<file path="src/rtl/display_driver_if.sv">
// Signal bundle between the game logic and the seven-segment display driver.
interface display_driver_if;
  logic [1:0]  select;
  logic [1:0]  mode;
  logic [13:0] number;
  logic [6:0]  seg;
  logic [3:0]  an;
  logic        dp;

  modport master (
    output select, mode, number,
    input  seg, an, dp
  );

  modport slave (
    input  select, mode, number,
    output seg, an, dp
  );
endinterface

</file>
<file path="src/rtl/display_driver.sv">
// Four-digit multiplexed seven-segment driver: a free-running double-dabble
// engine turns the reaction count into BCD, a refresh counter scans the digits,
// and a blink phase gates the display while the game shows its result.
module display_driver #(
  parameter int REFRESH_TICKS = 100000,
  parameter int BLINK_TICKS   = 25000000
) (
  input  logic clk,
  input  logic rst,
  display_driver_if.slave bus
);

  localparam int REFRESH_W = (REFRESH_TICKS > 1) ? $clog2(REFRESH_TICKS) : 1;
  localparam int BLINK_W   = (BLINK_TICKS > 1) ? $clog2(BLINK_TICKS) : 1;
  localparam logic [REFRESH_W-1:0] REFRESH_LAST = REFRESH_W'(REFRESH_TICKS - 1);
  localparam logic [BLINK_W-1:0]   BLINK_LAST   = BLINK_W'(BLINK_TICKS - 1);

  localparam logic [6:0] SEG_L     = 7'b1000111;
  localparam logic [6:0] SEG_DASH  = 7'b0111111;
  localparam logic [6:0] SEG_BLANK = 7'b1111111;

  typedef enum logic [1:0] {
    LOAD,
    SHIFT,
    COMMIT
  } conv_state_t;

  conv_state_t state, state_next;

  logic [13:0]          clamped;
  logic [29:0]          work;
  logic [3:0]           shift_cnt;
  logic [15:0]          bcd_reg;
  logic [REFRESH_W-1:0] refresh_cnt;
  logic [1:0]           index;
  logic [BLINK_W-1:0]   blink_cnt;
  logic                 blink_on;
  logic [6:0]           seg_q, seg_next;
  logic [3:0]           an_q, an_next;
  logic [3:0]           digit;
  logic [3:0]           lit_an;

  function automatic logic [6:0] glyph(input logic [3:0] d);
    logic [6:0] g;
    case (d)
      4'd0:    g = 7'b1000000;
      4'd1:    g = 7'b1111001;
      4'd2:    g = 7'b0100100;
      4'd3:    g = 7'b0110000;
      4'd4:    g = 7'b0011001;
      4'd5:    g = 7'b0010010;
      4'd6:    g = 7'b0000010;
      4'd7:    g = 7'b1111000;
      4'd8:    g = 7'b0000000;
      4'd9:    g = 7'b0010000;
      default: g = SEG_BLANK;
    endcase
    return g;
  endfunction

  // One shift-add-3 step: correct every BCD nibble that would overflow, then shift.
  function automatic logic [29:0] dabble_step(input logic [29:0] w);
    logic [29:0] t;
    t = w;
    for (int i = 0; i < 4; i++) begin
      if (t[14 + 4*i +: 4] >= 4'd5) begin
        t[14 + 4*i +: 4] = t[14 + 4*i +: 4] + 4'd3;
      end
    end
    return {t[28:0], 1'b0};
  endfunction

  assign clamped = (bus.number > 14'd9999) ? 14'd9999 : bus.number;

  // Conversion engine state register.
  always_ff @(posedge clk) begin
    if (!rst) begin
      state <= LOAD;
    end else begin
      state <= state_next;
    end
  end

  // Conversion engine sequencing: load, fourteen shifts, commit, repeat forever.
  always_comb begin
    state_next = state;
    case (state)
      LOAD:    state_next = SHIFT;
      SHIFT:   if (shift_cnt == 4'd13) state_next = COMMIT;
      COMMIT:  state_next = LOAD;
      default: state_next = LOAD;
    endcase
  end

  // Conversion datapath; the visible BCD register changes only on commit.
  always_ff @(posedge clk) begin
    if (!rst) begin
      work      <= '0;
      shift_cnt <= '0;
      bcd_reg   <= '0;
    end else begin
      case (state)
        LOAD: begin
          work      <= {16'd0, clamped};
          shift_cnt <= '0;
        end
        SHIFT: begin
          work      <= dabble_step(work);
          shift_cnt <= shift_cnt + 4'd1;
        end
        COMMIT: begin
          bcd_reg <= work[29:14];
        end
        default: begin
          shift_cnt <= '0;
        end
      endcase
    end
  end

  // Digit scan: hold each digit for REFRESH_TICKS cycles, then move one place left.
  always_ff @(posedge clk) begin
    if (!rst) begin
      refresh_cnt <= '0;
      index       <= '0;
    end else if (refresh_cnt == REFRESH_LAST) begin
      refresh_cnt <= '0;
      index       <= index + 2'd1;
    end else begin
      refresh_cnt <= refresh_cnt + 1'b1;
    end
  end

  // Blink phase runs only in the result phase and restarts lit whenever it is left.
  always_ff @(posedge clk) begin
    if (!rst) begin
      blink_cnt <= '0;
      blink_on  <= 1'b1;
    end else if (bus.select != 2'd2) begin
      blink_cnt <= '0;
      blink_on  <= 1'b1;
    end else if (blink_cnt == BLINK_LAST) begin
      blink_cnt <= '0;
      blink_on  <= ~blink_on;
    end else begin
      blink_cnt <= blink_cnt + 1'b1;
    end
  end

  assign digit  = bcd_reg[{index, 2'b00} +: 4];
  assign lit_an = ~(4'b0001 << index);

  // Pick anode and cathode pattern for the current digit and game phase.
  always_comb begin
    seg_next = SEG_BLANK;
    an_next  = 4'hF;
    case (bus.select)
      2'd0: begin
        an_next = lit_an;
        case (index)
          2'd3:    seg_next = SEG_L;
          2'd2:    seg_next = SEG_DASH;
          2'd1:    seg_next = SEG_BLANK;
          default: seg_next = glyph({2'b00, bus.mode});
        endcase
      end
      2'd1: begin
        an_next  = lit_an;
        seg_next = glyph(digit);
      end
      2'd2: begin
        if (blink_on) begin
          an_next  = lit_an;
          seg_next = glyph(digit);
        end
      end
      default: begin
        an_next  = 4'hF;
        seg_next = SEG_BLANK;
      end
    endcase
  end

  // Anode and cathode registers update together so they never disagree.
  always_ff @(posedge clk) begin
    if (!rst) begin
      seg_q <= SEG_BLANK;
      an_q  <= 4'hF;
    end else begin
      seg_q <= seg_next;
      an_q  <= an_next;
    end
  end

  assign bus.seg = seg_q;
  assign bus.an  = an_q;
  assign bus.dp  = 1'b1;

endmodule

</file>
<file path="src/flat_wrapper.sv">
// flat-port wrapper written by rule: the top's interface ports become plain ports
module display_driver_flat 
#(
  parameter int REFRESH_TICKS = 100000,
  parameter int BLINK_TICKS   = 25000000
)
  (clk, rst, bus_select, bus_mode, bus_number, bus_seg, bus_an, bus_dp);
  display_driver_if bus_i ();
  input  logic clk;
  input  logic rst;
  input wire logic [$bits(bus_i.select)-1:0] bus_select;
  input wire logic [$bits(bus_i.mode)-1:0] bus_mode;
  input wire logic [$bits(bus_i.number)-1:0] bus_number;
  output wire logic [$bits(bus_i.seg)-1:0] bus_seg;
  output wire logic [$bits(bus_i.an)-1:0] bus_an;
  output wire logic [$bits(bus_i.dp)-1:0] bus_dp;
  assign bus_i.select = bus_select;
  assign bus_i.mode = bus_mode;
  assign bus_i.number = bus_number;
  assign bus_seg = bus_i.seg;
  assign bus_an = bus_i.an;
  assign bus_dp = bus_i.dp;
  display_driver #(.REFRESH_TICKS(REFRESH_TICKS), .BLINK_TICKS(BLINK_TICKS)) u_core (.clk(clk), .rst(rst), .bus(bus_i));
endmodule
</file>
<file path="config.mk">
export PLATFORM = sky130hd
export DESIGN_NAME = display_driver_flat
export DESIGN_NICKNAME = d
export VERILOG_FILES = /design/src/rtl/display_driver_if.sv /design/src/rtl/display_driver.sv /design/src/flat_wrapper.sv
export SDC_FILE = /design/constraint.sdc
export NUM_CORES = 1
export LEC_CHECK = 0
export ABC_AREA = 1
export CORE_MARGIN = 4
export CORE_UTILIZATION = 60
export CTS_CLUSTER_SIZE = 14
export DETAILED_ROUTE_END_ITERATION = 10
export PLACE_DENSITY = 0.8
export RECOVER_POWER = 100
export SETUP_SLACK_MARGIN = 0.3
export SLEW_MARGIN = 20
export SYNTH_ARGS = -nofsm -noshare
export SYNTH_HDL_FRONTEND = slang
export SYNTH_SLANG_ARGS = --single-unit
export TNS_END_PERCENT = 50
</file>
<file path="constraint.sdc">
create_clock -name clk -period 3.9 [get_ports clk]
set_clock_uncertainty 0.15 [all_clocks]
set_input_delay 1.17 -clock clk [delete_from_list [all_inputs] [get_ports clk]]
set_output_delay 1.17 -clock clk [all_outputs]
set_load 0.02 [all_outputs]
</file>
* Word level (Yosys, flattened, before mapping)
Memories as Yosys holds them, arrays and structs flattened.
Cells that the tools add are included.
** Storage, ports and cells
- Memories kept :: 2
- Register bits after elaboration :: 108
- Logic and storage cells :: 68
- Bits in read-only memories :: 224
- Output and inout port bits :: 12
- Input bits :: 20
** Memories
- (no name shown) :: depth 16, width 7, rd ports 1, clocked after memory_dff 0, write ports 0, line display_driver.sv:45 : case (d)
- (no name shown) :: depth 16, width 7, rd ports 1, clocked after memory_dff 0, write ports 0, line display_driver.sv:45
** Operators by class
- Add/subtract/negate cells :: 8
- Bitwise gates (word level) :: 3
- Muxes and demuxes :: 15
- Reduce and logical (&&, ||, !) cells :: 8
- Eq/ne operators :: 15
- Shift operators :: 2
- Order comparisons :: 5
** Operator list (count)
- $pmux W30 S2 :: 1
- $pmux W7 S3 :: 2
- $pmux W7 S4 :: 1
- $add A25 B1 Y25 const B :: 1
- $eq A25 B25 Y1 const B :: 1
- $add A17 B1 Y17 const B :: 1
- $eq A17 B17 Y1 const B :: 1
- $ge A4 B3 Y1 const B :: 4
- $mux W4 :: 4
- $pmux W4 S2 :: 2
- $shiftx A16 B5 Y4 :: 1
- $gt A14 B14 Y1 const B :: 1
- $mux W14 :: 1
- $add A4 B2 Y4 const B :: 3
- $eq A2 B2 Y1 const B :: 6
- $eq A2 B1 Y1 const B :: 4
- $mux W7 :: 1
- $logic_not A2 Y1 :: 3
- $reduce_or A2 Y1 :: 3
- $add A4 B1 Y4 const B :: 1
- $eq A4 B4 Y1 const B :: 1
- $not A4 Y4 :: 1
- $pmux W2 S2 :: 1
- $shl A1 B2 Y4 const A :: 1
- other kinds (9) :: 10

* Depth between registers and ports, before layout
- Depth in word-level cells :: 4
- Gate-level depth with buffers :: 13
- Gate-level depth less buffers :: 12

* Worst setup path after synthesis
No wires, ideal clock.
- Kind :: input port to flip-flop
- From :: input bus_number[4]
- To :: register u_core.work[10]
- Path buffers :: 1
- Required time :: 3.622 ns
- Setup slack :: 1.803 ns
- Arrival :: 1.819 ns
- Stages on the path :: 9
- Setup time :: 0.128 ns
- Path through :: nor2_1 -> nand2_1 -> nand2_1 -> nand2_1 -> nand2_1 -> buf_2 -> nand2_1 -> a21oi_1 -> nor2_1
** On the way
- Cells in the longest elaborated chain, start to end :: 3
** RTL lines
- start, declared :: line flat_wrapper.sv:13 : input wire logic [$bits(bus_i.number)-1:0] bus_number;
- $gt A14 B14 Y1 :: line display_driver.sv:73 : assign clamped = (bus.number > 14'd9999) ? 14'd9999 : bus.number;
- $mux W14 :: line display_driver.sv:73
- $pmux W30 S2 :: line display_driver.sv:102 : case (state)
- end signal, assigned :: line display_driver.sv:104 : work <= {16'd0, clamped};
- end signal, assigned :: line display_driver.sv:108 : work <= dabble_step(work);
- end, declared :: line display_driver.sv:31 : logic [29:0] work;
Every way passes these cells.
A chain may end at the register's enable or synchronous reset.

* Final worst setup path
- From :: input rst
- To :: register u_core.blink_cnt[2]
** On the way
- Cells in the longest elaborated chain, start to end :: 2
** RTL lines
- start, declared :: line flat_wrapper.sv:10 : input logic rst;
- $not A1 Y1 (no line)
- $reduce_or A3 Y1 (no line)
- end signal, assigned :: line display_driver.sv:146 : blink_cnt <= blink_cnt + 1'b1;
- end, declared :: line display_driver.sv:36 : logic [BLINK_W-1:0] blink_cnt;
Every way passes these cells.

==> results by group <==
STA
  • Worst Tran Pin Value: around 0.9 ns
  • Final Hold Fails: 0
  • RSZ-0062 raised after global routing: false
  • Tcrit/Tclk final: 0.7824
  • Highest clock rate: around 330 MHz
  • Setup TNS: 0 ns
  • Final setup vio count: 0
  • Final worst path period need: 3.052 ns
  • Slew Limit Headroom: 0.4050
  • Fin. max-slew vios: 0

Drt
  • Top Layer Used: met4
  • Pre-Repair DR Iteration Count: 5
  • Via-to-Cell Ratio: 5.421
  • Initial DRC Count: 213
  • Final ANT Viol Nets: 0
  • WL met1: 5.243 mm
  • DR WL met3: 483 µm
  • Met2 wire length: 5.421 mm
  • Drt drc: 0
  • Vias: between 5,000 and 6,000
  • Routed len/inst: 12.23 µm
  • Drt total wl: 11.29 mm

Floorplan
  • Boundary pin count: 32
  • Row count: 34
  • Die H: ~100 µm
  • Core area: between 8000 and 9000 µm²
  • Initial Util: 0.6289
  • Die Wd: approximately 100 µm
  • Die area: 10,930 µm²

Yosys
  • Top_reg_cell synth: dfxtp_1
  • Syn avg cell area: 7.096 µm²
  • Biggest area consumer among synthesized cells: dfxtp_1
  • Mapped Cells: 788
  • Ys Warns: 0
  • Distinct cells, synth: a little over 40
  • Cell Area, Synth: 5592 µm²
  • Synthesized Nets: 830
  • Yosys top cell area share: 0.3867
  • Synth area leaders: dfxtp_1 39%, nand2_1 12%, nor2_1 6.6%
  • Register area share after synthesis: 0.3867
  • EDFF count, synth: 0
  • Synth Register Bits: 108
  • Async SR Flop Fraction: 0

Clock tree
  • Worst skew pair latency: 0.37 ns
  • Setup Fix Bufs, Post-CTS: 0
  • CTS tree: built
  • # resized after CTS: 0
  • Clock H-tree levels: 3
  • Worst-case clock buffer depth: 2
  • CTS clock-pin slew for the worst setup and hold paths: 0.11 ns
  • Root Driver: clkbuf_8
  • Clock Sinks: 108
  • Hold Buf Count CTS: 0
  • Total CTS buffers: 9

Global route
  • Total grt overflow: 0
  • Initial antenna violation count: 0
  • Largest net degree at the start of global routing: 44
  • Vias in the first global route: 4,614
  • First-pass GRT wire length: 19.67 mm
  • Gr usage total: 0.2101

Final layout
  • Final net count: approximately 850
  • Most frequent cells in the layout: 174 x nand2_1, 108 x dfxtp_1, 102 x nor2_1
  • Layout Utilization: 0.6866
  • Top reg by flops: u_core.work
  • Share of cells above drive strength 1: 0.06994
  • Antenna diodes: 0
  • Fin area: 6105 µm²
  • Max reg flops: 30
  • Top Registers: u_core.work: 30 flops, u_core.blink_cnt: 25 flops, u_core.refresh_cnt: 17 flops
  • Area Overhead vs Synth: 9.174%
  • Most common cell after layout, fill and taps aside: nand2_1
  • Post-route insts no fill: 923

Critical path
  • Max FO, Critical Path: 24
  • CP max-delay cell: dlygate4sd3_1
  • Crit path kind: in2reg
  • Worst path cell trace: dlygate4sd3_1 > clkbuf_1 > inv_2 > nor3_1 > nand2_4 > nor3b_1
  • Startpoint Class: input pin
  • Worst path arrival time: 3.19 ns
  • Worst path max stage delay: 0.52 ns
  • Buffers & Inverters on Critical Path: 3
  • CP endpoint kind: flip-flop
  • Crit-path leading delay family: buffers and inverters
  • Critical path depth: 6
  • Worst path required time: 4.04 ns
  • FF-to-FF path depth: 6

Power
  • P_sw: 477.8 µW
  • Total power: 2018 µW
  • Pint: roughly 1500 µW
  • Pleak: approximately 0.0022 µW
  • VDD IR-drop max: 0.1865 mV
  • PwrDens: 330.6 nW/µm²
  • Clock power share: 0.384
  • Logic pwr share: 0.057
  • Sw frac: 0.2367
  • Part of the power in registers: 0.560

Place
  • Placed cell count: approximately 910
  • Placed Area: a little under 6000 µm²
  • Dpl hpwl: 8.240 mm
  • RD Place Congestion: 0.8717
  • PortBufs: 30

Worst hold path
  • Hold/Removal Path Class: reg2reg
  • Hold Path Cell Cnt: 2

Status
  • Status: complete, no violations

Job
  • Max cap viols: 0
Yosys cell counts (5+ instances only):
master / number
buf_2: 8
a211oi_1: 13
nand2_2: 10
o21ai_0: 21
dfxtp_1: 108
nand2_1: 173
nand4_1: 13
xor2_1: 10
inv_2: 7
nand3_2: 5
nor3_1: 10
or2_0: 9
o211ai_1: 6
nor2_1: 99
a31oi_1: 7
clkbuf_1: 8
nand3_1: 59
nor2_2: 9
nand3b_1: 6
inv_1: 90
ha_1: 22
a21oi_1: 50
o22ai_1: 9
path summary, 6_finish.rpt:
kind | startpoint | end | slack (ns)
worst max-delay path | rst | u_core.blink_cnt[2] | 0.85
worst min-delay path | u_core.work[0] | u_core.work[0] | 0.31
worst max register to register | u_core.state[1] | u_core.shift_cnt[2] | 1.35
worst min register to register | u_core.work[0] | u_core.work[0] | 0.31
logic make-up after synthesis:
kind of cell,share of synthesized area
AOI/OAI and AO/OA,0.1199
and+or+nand+nor,0.3356
DFF,0.3867
xor gates and xnor gates,0.01723
buffers and inverters,0.09063
other,0.0006706
adders and majority gates,0.04923
power by group through the flow:
| stage | logic, µW | registers (µW) | clock network, µW |
|---|---|---|---|
| after floorplan | 67.5 | 1160 | 0 |
| after global routing | 126 | 1130 | 838 |
| after detailed placement | 117 | 1160 | 0 |
| after CTS | 119 | 1130 | 792 |
| final | 114 | 1130 | 775 |
| after global placement | 115 | 1150 | 0 |
metrics by stage:
stage | hold WS [ns] | setup WS, ns
after CTS | 0.3192 | 1.255
after global placement | 0.2782 | 1.105
final | 0.3145 | 0.8484
after global routing | 0.3461 | 0.6920
after floorplan | 0.2675 | 1.803
after detailed placement | 0.2937 | 0.9867
worst reg2reg max path: stages, from the launching register on:
cell	delay, ns
dfxtp_1	0.88
inv_1	0.43
nor2_1	0.18
buf_4	0.31
o21ai_0	0.18
a31o_2	0.26
a21oi_1	0.10
layout make-up:
| cell class | count | area [µm²] |
|---|---|---|
| fillers | 755 | 2786 |
| clock buffers | 9 | 123.9 |
| repair buffers | 34 | 324.1 |
| flip-flops and latches | 108 | 2162 |
| inverters | 97 | 364.1 |
| clock inverters | 7 | 107.6 |
| multi-input cells | 560 | 2888 |
| well taps | 108 | 135.1 |
per-layer routing:
metal | vias to the layer above | global-route usage
met5 | - | 0
met4 | 0 | 0.06173
met3 | 15 | 0.04809
met2 | 109 | 0.3681
met1 | 2277 | 0.2578
li1 | 2603 | -
Power figures use the tool's default switching activity.
